<file path="config.mk">
export PLATFORM = sky130hd
export DESIGN_NAME = ctrl_burst_decoder
export DESIGN_NICKNAME = d
export VERILOG_FILES = /design/src/rtl/ctrl_pkg.sv /design/src/rtl/ctrl_decode.sv /design/src/rtl/ctrl_burst_decoder.sv
export SDC_FILE = /design/constraint.sdc
export NUM_CORES = 1
export LEC_CHECK = 0
export BUFFER_PORTS_ARGS = -buffer_cell sky130_fd_sc_hd__buf_2
export CORE_AREA = 2 2 62 64
export DETAILED_ROUTE_END_ITERATION = 10
export DIE_AREA = 0 0 64 66
export PLACE_DENSITY = 0.92
export SYNTH_ARGS = -nofsm -noshare
export SYNTH_HDL_FRONTEND = slang
export SYNTH_SLANG_ARGS = --single-unit
</file>
<file path="constraint.sdc">
create_clock -name clk -period 2.4 [get_ports clk]
set_input_delay 0.12 -clock clk [delete_from_list [all_inputs] [get_ports clk]]
set_output_delay 0.12 -clock clk [all_outputs]
set_load 0.02 [all_outputs]
</file>
<file path="src/rtl/ctrl_pkg.sv">
// Shared encodings and the E-stage control word for the camera-datapath decoder.
// Latency: none (declarations only).
// Backpressure: none (declarations only).
package ctrl_pkg;

  // Opcodes
  localparam logic [1:0] OPDATA   = 2'b00;
  localparam logic [1:0] OPMEMORY = 2'b01;
  localparam logic [1:0] OPBRANCH = 2'b10;

  // cmd field (funct[4:1])
  localparam logic [3:0] FNOP      = 4'b0000;
  localparam logic [3:0] FADD      = 4'b0001;
  localparam logic [3:0] FSUB      = 4'b0010;
  localparam logic [3:0] FMULT     = 4'b0011;
  localparam logic [3:0] FLOAD     = 4'b0100;
  localparam logic [3:0] FSTR      = 4'b0101;
  localparam logic [3:0] FAVERAGE  = 4'b0110;
  localparam logic [3:0] FSTR_ONE  = 4'b0111;
  localparam logic [3:0] FB        = 4'b1000;

  // ALU operations
  localparam int         CTRL_ALU_W = 4;
  localparam logic [3:0] ALU_NOP    = 4'd0;
  localparam logic [3:0] ALU_ADD    = 4'd1;
  localparam logic [3:0] ALU_SUB    = 4'd2;
  localparam logic [3:0] ALU_MULT   = 4'd3;
  localparam logic [3:0] ALU_BUFFER = 4'd4;
  localparam logic [3:0] ALU_AV     = 4'd5;

  // Everything the Execute stage consumes from decode.
  typedef struct packed {
    logic [CTRL_ALU_W-1:0] aluctl;
    logic [1:0]            flagw;
    logic                  alusrc;
    logic                  memtoreg;
    logic                  regwrite;
    logic                  memwrite;
    logic                  branch;
    logic                  pcsrc;
    logic                  plusone;
    logic                  valid;
    logic                  illegal;
  } ctrl_word_t;

  // Bubble: everything off, ALU idle.
  localparam ctrl_word_t CTRL_BUBBLE = '{aluctl: ALU_NOP, default: 1'b0};

endpackage

</file>
<file path="src/rtl/ctrl_decode.sv">
// Combinational opcode/funct decoder producing the E-stage control word and D-stage selects.
// Latency: 0 cycles (pure combinational).
// Backpressure: none; the caller decides when the word is registered.
// Ports: i_funct/i_opcode/i_instr_valid in; o_word (E controls), o_regsrc_d, o_immsrc_d,
//        o_burst (instruction is a multi-beat candidate) out.
module ctrl_decode
  import ctrl_pkg::*;
#(
  parameter int FUNCT_W = 6
) (
  input  logic [FUNCT_W-1:0] i_funct,
  input  logic [1:0]         i_opcode,
  input  logic               i_instr_valid,
  output ctrl_word_t         o_word,
  output logic [1:0]         o_regsrc_d,
  output logic [1:0]         o_immsrc_d,
  output logic               o_burst
);

  logic [3:0] w_cmd;
  logic       w_s;
  logic       w_i;
  logic       w_opmem;
  logic       w_illegal;

  assign w_cmd     = i_funct[4:1];
  assign w_s       = i_funct[0];
  assign w_i       = i_funct[5];
  assign w_opmem   = (i_opcode == OPMEMORY);
  assign w_illegal = (i_opcode == 2'b11) || (w_cmd > FB);

  // D-stage selects are raw field decodes; they only steer muxes in Decode.
  assign o_regsrc_d = {w_opmem & ~w_s, i_opcode == OPBRANCH};
  assign o_immsrc_d = {w_cmd == FB, (w_cmd == FSTR) || (w_cmd == FLOAD)};

  always_comb begin
    o_word  = CTRL_BUBBLE;
    o_burst = 1'b0;
    if (i_instr_valid) begin
      if (w_illegal) begin
        // Illegal commands become a flagged bubble: no writes of any kind.
        o_word.illegal = 1'b1;
      end else begin
        case (w_cmd)
          FADD:                  o_word.aluctl = ALU_ADD;
          FSUB:                  o_word.aluctl = ALU_SUB;
          FMULT:                 o_word.aluctl = ALU_MULT;
          FLOAD, FSTR, FSTR_ONE: o_word.aluctl = ALU_BUFFER;
          FAVERAGE:              o_word.aluctl = ALU_AV;
          default:               o_word.aluctl = ALU_NOP;
        endcase
        o_word.memtoreg = w_opmem & (w_cmd == FLOAD);
        o_word.memwrite = w_opmem & ~w_s;
        o_word.regwrite = ~((w_cmd == FSTR) ||
                            ((w_cmd == FSTR_ONE) && !w_s) ||
                            ((i_opcode == OPDATA) && (w_cmd == FNOP)));
        o_word.flagw    = {w_s, w_s & ((o_word.aluctl == ALU_ADD) || (o_word.aluctl == ALU_SUB))};
        o_word.branch   = (i_opcode == OPBRANCH);
        o_word.pcsrc    = (i_opcode == OPBRANCH);
        o_word.alusrc   = w_i;
        o_word.plusone  = w_opmem & (w_cmd == FSTR_ONE);
        o_word.valid    = 1'b1;
        o_burst         = (w_cmd == FSTR_ONE) || (w_cmd == FAVERAGE);
      end
    end
  end

endmodule

</file>
<file path="src/rtl/ctrl_burst_decoder.sv">
// Decode control unit with D->E pipeline register; expands burst cmds into N E-stage micro-ops.
// Latency: 1 cycle D->E; an N-beat burst occupies N consecutive non-stalled E cycles.
// Backpressure: stall_e freezes E and the sequencer; busy_d holds fetch/decode during a burst.
// Ports: funct/opcode/instr_valid/burst_len (D-stage), stall_e/flush_e (hazard unit) in;
//        regsrc_d/immsrc_d (comb), busy_d (comb from state), registered *_e controls and beat_e out.
module ctrl_burst_decoder
  import ctrl_pkg::*;
#(
  parameter int FUNCT_W   = 6,
  parameter int ALUCTL_W  = 4,
  parameter int MAX_BURST = 8,
  parameter int CNT_W     = $clog2(MAX_BURST + 1)
) (
  input  logic                clk,
  input  logic                rst_n,
  input  logic [FUNCT_W-1:0]  funct,
  input  logic [1:0]          opcode,
  input  logic                instr_valid,
  input  logic [CNT_W-1:0]    burst_len,
  input  logic                stall_e,
  input  logic                flush_e,
  output logic [1:0]          regsrc_d,
  output logic [1:0]          immsrc_d,
  output logic                busy_d,
  output logic                alusrc_e,
  output logic                memtoreg_e,
  output logic                regwrite_e,
  output logic                memwrite_e,
  output logic                branch_e,
  output logic                pcsrc_e,
  output logic                plusone_e,
  output logic                valid_e,
  output logic                illegal_e,
  output logic [ALUCTL_W-1:0] aluctl_e,
  output logic [1:0]          flagw_e,
  output logic [CNT_W-1:0]    beat_e
);

  localparam logic [CNT_W-1:0] MAX_LEN = CNT_W'(MAX_BURST);
  localparam logic [CNT_W-1:0] ONE     = CNT_W'(1);

  typedef enum logic {S_IDLE = 1'b0, S_BURST = 1'b1} state_t;

  ctrl_word_t       w_word;
  logic             w_burst;
  logic [CNT_W-1:0] w_len;

  state_t           r_state;
  ctrl_word_t       r_lat;
  ctrl_word_t       r_e;
  logic [CNT_W-1:0] r_beat;
  logic [CNT_W-1:0] r_remaining;

  ctrl_decode #(.FUNCT_W(FUNCT_W)) u_decode (
    .i_funct       (funct),
    .i_opcode      (opcode),
    .i_instr_valid (instr_valid),
    .o_word        (w_word),
    .o_regsrc_d    (regsrc_d),
    .o_immsrc_d    (immsrc_d),
    .o_burst       (w_burst)
  );

  // Effective beat count: 0 means a single beat, oversize requests saturate.
  always_comb begin
    w_len = burst_len;
    if (burst_len == '0)          w_len = ONE;
    else if (burst_len > MAX_LEN) w_len = MAX_LEN;
  end

  always_ff @(posedge clk or negedge rst_n) begin
    if (!rst_n) begin
      r_state     <= S_IDLE;
      r_lat       <= CTRL_BUBBLE;
      r_e         <= CTRL_BUBBLE;
      r_beat      <= '0;
      r_remaining <= '0;
    end else if (flush_e) begin
      // Flush drops any burst in flight; it is not resumed.
      r_state     <= S_IDLE;
      r_e         <= CTRL_BUBBLE;
      r_beat      <= '0;
      r_remaining <= '0;
    end else if (!stall_e) begin
      case (r_state)
        S_IDLE: begin
          r_e    <= w_word;
          r_beat <= '0;
          if (w_burst && (w_len > ONE)) begin
            // Beat 0 is never the last beat, so its flag write is held off.
            r_e.flagw   <= 2'b00;
            r_lat       <= w_word;
            r_remaining <= w_len - ONE;
            r_state     <= S_BURST;
          end
        end
        S_BURST: begin
          // D-stage inputs are ignored; replay the latched word.
          r_e         <= r_lat;
          if (r_remaining != ONE) r_e.flagw <= 2'b00;
          r_beat      <= r_beat + ONE;
          r_remaining <= r_remaining - ONE;
          if (r_remaining == ONE) r_state <= S_IDLE;
        end
        default: r_state <= S_IDLE;
      endcase
    end
  end

  assign busy_d     = (r_state == S_BURST);
  assign alusrc_e   = r_e.alusrc;
  assign memtoreg_e = r_e.memtoreg;
  assign regwrite_e = r_e.regwrite;
  assign memwrite_e = r_e.memwrite;
  assign branch_e   = r_e.branch;
  assign pcsrc_e    = r_e.pcsrc;
  assign plusone_e  = r_e.plusone;
  assign valid_e    = r_e.valid;
  assign illegal_e  = r_e.illegal;
  assign aluctl_e   = ALUCTL_W'(r_e.aluctl);
  assign flagw_e    = r_e.flagw;
  assign beat_e     = r_beat;

endmodule

</file>
# Word level (Yosys, flattened, before mapping)

Cells that the tools add are included.
Widths: inputs -> output; s select.

Reductions and logical operators: 16
Multiplexer cells: 27
Bitwise operators: 9
Equal/unequal tests: 17
Add/sub/neg operators: 3
Order comparisons: 3

Operators with widths:

| cell                | number |
|---|---|
| $mux 15             | 3 |
| $mux 4              | 9 |
| $pmux 15 s2         | 1 |
| $eq 4x3->1 const B  | 4 |
| $pmux 4 s2          | 2 |
| $pmux 3 s5          | 1 |
| $mux 14             | 1 |
| $eq 4x1->1 const B  | 3 |
| $eq 4x2->1 const B  | 3 |
| $gt 4x4->1 const B  | 2 |
| $logic_not 4->1     | 2 |
| $sub 4x1->4 const B | 2 |
| $mux 1              | 7 |
| $logic_or 1x1->1    | 6 |
| $not 1->1           | 5 |
| $add 4x1->4 const B | 1 |
| $and 1x1->1         | 4 |
| $eq 2x2->1 const B  | 2 |
| $eq 4x4->1 const B  | 1 |
| $gt 4x1->1 const B  | 1 |
| $mux 2              | 2 |
| $ne 4x1->1 const B  | 1 |
| $reduce_and 4->1    | 1 |
| $logic_and 1x1->1   | 3 |
| 8 further kinds     | 8 |

Logic and storage cells: 100
Bits in registers: 39
Bits of input ports: 17

# Longest topological paths before layout

Word-level depth: 14
Mapped depth: 9

# By module

Synthesis repeated with hierarchy kept, for this count alone.

Cell total of the unflattened synthesis: 222
Area, all modules: 2254.7 µm²

Modules (own cells, without submodules):

| module             | instances | cells an instance | area an instance (µm²) |
|---|---|---|---|
| ctrl_burst_decoder | 1         | 182               | 1980.6 |
| ctrl_decode        | 1         | 40                | 274.0 |

# Worst setup path after synthesis

Ideal clock, no wire load.

Path type: input-to-reg
Start point: input port burst_len[1]
End point: register r_lat[10] in the netlist's numbering
Arrival: 1.646 ns
Stages: 9
Required time: 2.275 ns
Slack: 0.629 ns
Path through: o21ba_2 > nor2_1 > inv_1 > ha_1 > nor2_1 > o311ai_4 > nand2b_4 > buf_6 > mux2_4

Longest elaborated chain between the ends: 6
Elaborated cells between the ends (all ways): 7

Ends and longest elaborated chain:

| element                      | line                     | text |
|---|---|---|
| from (decl)                  | ctrl_burst_decoder.sv:19 | `input logic [CNT_W-1:0] burst_len,` |
| $gt 4x4->1                   | ctrl_burst_decoder.sv:68 | `else if (burst_len > MAX_LEN) w_len = MAX_LEN;` |
| $mux 4                       | ctrl_burst_decoder.sv:68 |  |
| $mux 4 *                     | ctrl_burst_decoder.sv:67 | `if (burst_len == '0) w_len = ONE;` |
| $gt 4x1->1 *                 | ctrl_burst_decoder.sv:89 | `if (w_burst && (w_len > ONE)) begin` |
| $logic_and 1x1->1 *          | ctrl_burst_decoder.sv:89 |  |
| $reduce_and 4->1 (no line) * | -                        |  |
| to (signal assigned)         | ctrl_burst_decoder.sv:92 | `r_lat <= w_word;` |
| to (decl)                    | ctrl_burst_decoder.sv:49 | `ctrl_word_t r_lat;` |

Every way passes the cells marked *; elsewhere a longest branch is shown, timed or not.
A chain may end at the register's enable or synchronous reset.

# Worst setup path after layout

Start point: register r_state, in the netlist busy_d
End point: register r_e (netlist bit aluctl_e[1])

Longest elaborated chain between the ends: 4

Ends and longest elaborated chain:

| element                | line                     | text |
|---|---|---|
| from (decl)            | ctrl_burst_decoder.sv:48 | `state_t r_state;` |
| from (signal assigned) | ctrl_burst_decoder.sv:73 | `r_state <= S_IDLE;` |
| from (signal assigned) | ctrl_burst_decoder.sv:80 | `r_state <= S_IDLE;` |
| from (signal assigned) | ctrl_burst_decoder.sv:94 | `r_state <= S_BURST;` |
| $not 1->1 (no line)    | -                        |  |
| $pmux 15 s2 *          | ctrl_burst_decoder.sv:85 | `case (r_state)` |
| $mux 15 *              | ctrl_burst_decoder.sv:84 | `end else if (!stall_e) begin` |
| $mux 15 *              | ctrl_burst_decoder.sv:78 | `end else if (flush_e) begin` |
| to (signal assigned)   | ctrl_burst_decoder.sv:87 | `r_e <= w_word;` |
| to (signal assigned)   | ctrl_burst_decoder.sv:99 | `r_e <= r_lat;` |
| to (decl)              | ctrl_burst_decoder.sv:50 | `ctrl_word_t r_e;` |

Every way passes the cells marked *; elsewhere a longest branch is shown, timed or not. The select of a mux whose other input is x is not followed.

==> results.cfg <==
[place]
place_congestion = 0.894
placedCellCount = 284
io_buffers = 39
hpwl_um = 3190

[timing]
period_share_pct = 73.0
finalSetupViolCount = 0
fin_skew_ns = 0.00755
grt_setup_unrepaired = false
maxSlewViolCount = 0
fmax_mhz = 571
max_slew_margin_pct = 48.9
worst_pin_slew_ns = 0.766
fin_tns_setup_ns = 0
hold_viol = 0
period_minus_slack_ns = 1.75

[floorplan]
dieArea_um2 = 4220
dieHeight_um = 66
fp-row-count = 22
core_area_um2 = 3550
fp.dieW_um = 64
start_util_pct = 57.5
num_io_pins = 41

[finish]
area_growth_syn_to_layout_pct = 12.9
nets = 266
instances_no_fill = 293
n_fill_cell = 289
antenna_cells = 0
drive_gt1_share_pct = 24.9

[synth]
ys_ff_latch = 35
yosys.area_share.adder_pct = 3.06
async_flop_share_pct = 100
synthDistinctLibCells = 56
yosysWarnings = 0
synth-simple-area-share_pct = 20.8
syn_nets = 233
synthMuxAreaShare_pct = 6.18
synth_area_um2 = 2040
netlist_instances = 211
syn_area_per_cell_um2 = 9.68
synth_compound_area_share_pct = 19.1
synth-edff-count = 0
synth_xor_area_share_pct = 0.857
synth_top_family_by_area = simple AND/OR/NAND/NOR gates
synth_ff_type = dfrtp_1
ys_seq_area_share_pct = 42.9

[setup_path]
critical_path_arrival_ns = 1.98
worstPathMaxFanout = 13
ff2ff_setup_slack_ns = 0.65
path_cells = inv_1 -> and3_1 -> a221oi_1 -> nor3_1
timing.rr.start = busy_d
cp.depth = 4
critPathRequiredTime_ns = 2.63
crit_start = busy_d
cp_slowest_stage_delay_ns = 0.63
cpLargestDelayFamily = flip-flops
critPathCapture = aluctl_e[1]
worst-setup-path-type = reg2reg
r2r-end = aluctl_e[1]
crit_buf_inv = 1
critPathSlowestCell = dfrtp_1
cp-end-kind = flip-flop
cp-start-kind = flip-flop
worst-r2r-cell-count = 4

[route]
dr.pass1.iters = 4
dr_total_vias = 1733
post_drt_wl_per_cell_um = 15.4
drc = 0
wl_um = 4510
drtIter0Drc = 93
ant_nets = 0
via_per_inst = 5.91

[pwr]
vdd.ir_drop.worst_mv = 0.350
leakage_nw = 1.12
p_per_area_nw_per_um2 = 521

[flow_run]
maxCapViolCount = 0

[hold_path]
hold_path.class = in2reg

[clocking]
clock_path_buffers = 2
cts.clk_slew.worst_paths_ns = 0.10
cts_resized = 0
post-cts-setup-buffers = 0
clock_sinks = 35
clock-root-buffer = clkbuf_4
clock_latency_ns = 0.35
htreeDepth = 2
cts_tree = yes
cts_made_buffers = 5

[grt]
grt_pass1_vias = 1674
overflow = 0
grt_pass1_wl_um = 7750
antenna_found_initial = 0
grtUsageTotal_pct = 24.1
grt_max_degree = 36

[outcome]
status = completed
metal layers:
layer  GRT usage [%]  part of all wire, %  wire length, um  vias to the layer above
met5               0                    0                0                        -
met4            11.4                  2.7              122                        0
met3            5.28                  5.9              264                       13
met2            38.4                   49             2200                       68
met1            31.2                   43             1920                      827
li1                -                    -                -                      825
where the power goes:
part           leakage [nW]  switching [mW]  internal (mW)
Combinational         0.613           0.122         0.0716
Sequential            0.472          0.0158          0.619
Clock                0.0386           0.202          0.172
worst min-delay path by stage:
stage / end / depth (start not counted) / start / slack (ns)
6_report: r_lat[8] / 3 / funct[5] / 0.01
4_1_cts: r_lat[8] / 3 / funct[5] / 0.003
3_3_place_gp: r_remaining[3] / 1 / rst_n / 0.24
5_1_grt: r_lat[8] / 3 / funct[5] / 0.003
2_1_floorplan: aluctl_e[0] / 0 / rst_n / -0.18
3_5_place_dp: r_remaining[3] / 1 / rst_n / 0.24
Yosys cell counts (all sizes together) (5+ instances only):
cell,number,area (um2)
a21oi,16,80.1
a221oi,6,52.6
and2,5,31.3
buf,10,63.8
clkbuf,6,22.5
dfrtp,35,876
ha,5,62.6
inv,15,56.3
mux2,7,86.3
nand2,9,33.8
nand2b,8,57.6
nand3,6,30.0
nor2,16,60.1
nor2b,5,31.3
nor3,9,50.1
repair_timing:
action | CTS | global route
endpoints found under the hold margin | 35 | 0
hold buffers | 1 | 0
setup endpoints to repair | 0 | 0
tightest hold or removal path, cell delays in order:
cell and delay [ns]:
buf_2 0.10, nand2_1 0.05, mux2i_1 0.06
metrics by stage:
stage | setup WS (ns) | hold WS (ns) | util, % | instance area, um2 | power [mW]
after floorplan | 0.629 | -0.176 | - | 2040 | 0.772
after global placement | 0.458 | 0.238 | 62.7 | 2230 | 0.831
after detailed placement | 0.361 | 0.240 | 62.7 | 2230 | 0.839
after CTS | 0.658 | 0.00302 | 64.9 | 2310 | 1.21
after global routing | 0.489 | 0.00343 | 64.9 | 2310 | 1.25
final | 0.648 | 0.0131 | 64.9 | 2310 | 1.20
cell families (layout without fill, tap and decap cells):
| logic type | after synthesis | after routing |
|---|---|---|
| adder cells (fa/ha/maj) | 5 | 5 |
| multiplexers | 11 | 11 |
| XOR/XNOR | 2 | 2 |
| buffers and inverters | 31 | 65 |
| other | 1 | 1 |
| AND/OR/NAND/NOR | 75 | 75 |
| AO/OA/AOI/OAI | 51 | 51 |
| flip-flops | 35 | 35 |
placed cells by master, fill, tap and decap left out, types with 2 or more instances in the layout:
| cell | instances |
|---|---|
| or3_1 | 2 |
| nand2_1 | 9 |
| clkbuf_4 | 5 |
| nor3b_1 | 2 |
| ha_1 | 5 |
| buf_4 | 2 |
| nor3_1 | 8 |
| clkbuf_8 | 2 |
| nand2b_1 | 7 |
| nor2_1 | 16 |
| mux2_1 | 2 |
| and2_1 | 5 |
| nor4b_1 | 2 |
| a211oi_1 | 3 |
| o22ai_1 | 3 |
| a221oi_1 | 6 |
| a31oi_1 | 2 |
| mux2i_1 | 4 |
| o21ai_0 | 2 |
| mux2_4 | 2 |
| dfrtp_1 | 35 |
| or4_1 | 3 |
| a21oi_1 | 16 |
| o31ai_1 | 2 |
| a22oi_1 | 2 |
| buf_2 | 39 |
| nor2b_1 | 5 |
| mux2_2 | 3 |
| and3_1 | 2 |
| inv_1 | 15 |
| nand3_1 | 6 |
| and3b_1 | 2 |
final cells by class:
| type | instances | area [um2] | share of cell area [%] |
|---|---|---|---|
| multi-input cells | 145 | 1020 | 44.4 |
| repair buffers | 42 | 220 | 9.55 |
| flip-flops and latches | 35 | 876 | 38.0 |
| well taps | 48 | 60.1 | 2.60 |
| clock buffers | 8 | 68.8 | 2.98 |
| inverters | 15 | 56.3 | 2.44 |
flip-flops by register name (all words and copies together) (netlist names):
name         flops
illegal_e        1
r_remaining      4
valid_e          1
memtoreg_e       1
busy_d           1
r_lat           13
regwrite_e       1
memwrite_e       1
flagw_e          2
beat_e           4
aluctl_e         3
plusone_e        1
alusrc_e         1
branch_e         1
No activity file was read; power rests on OpenSTA's default activity.
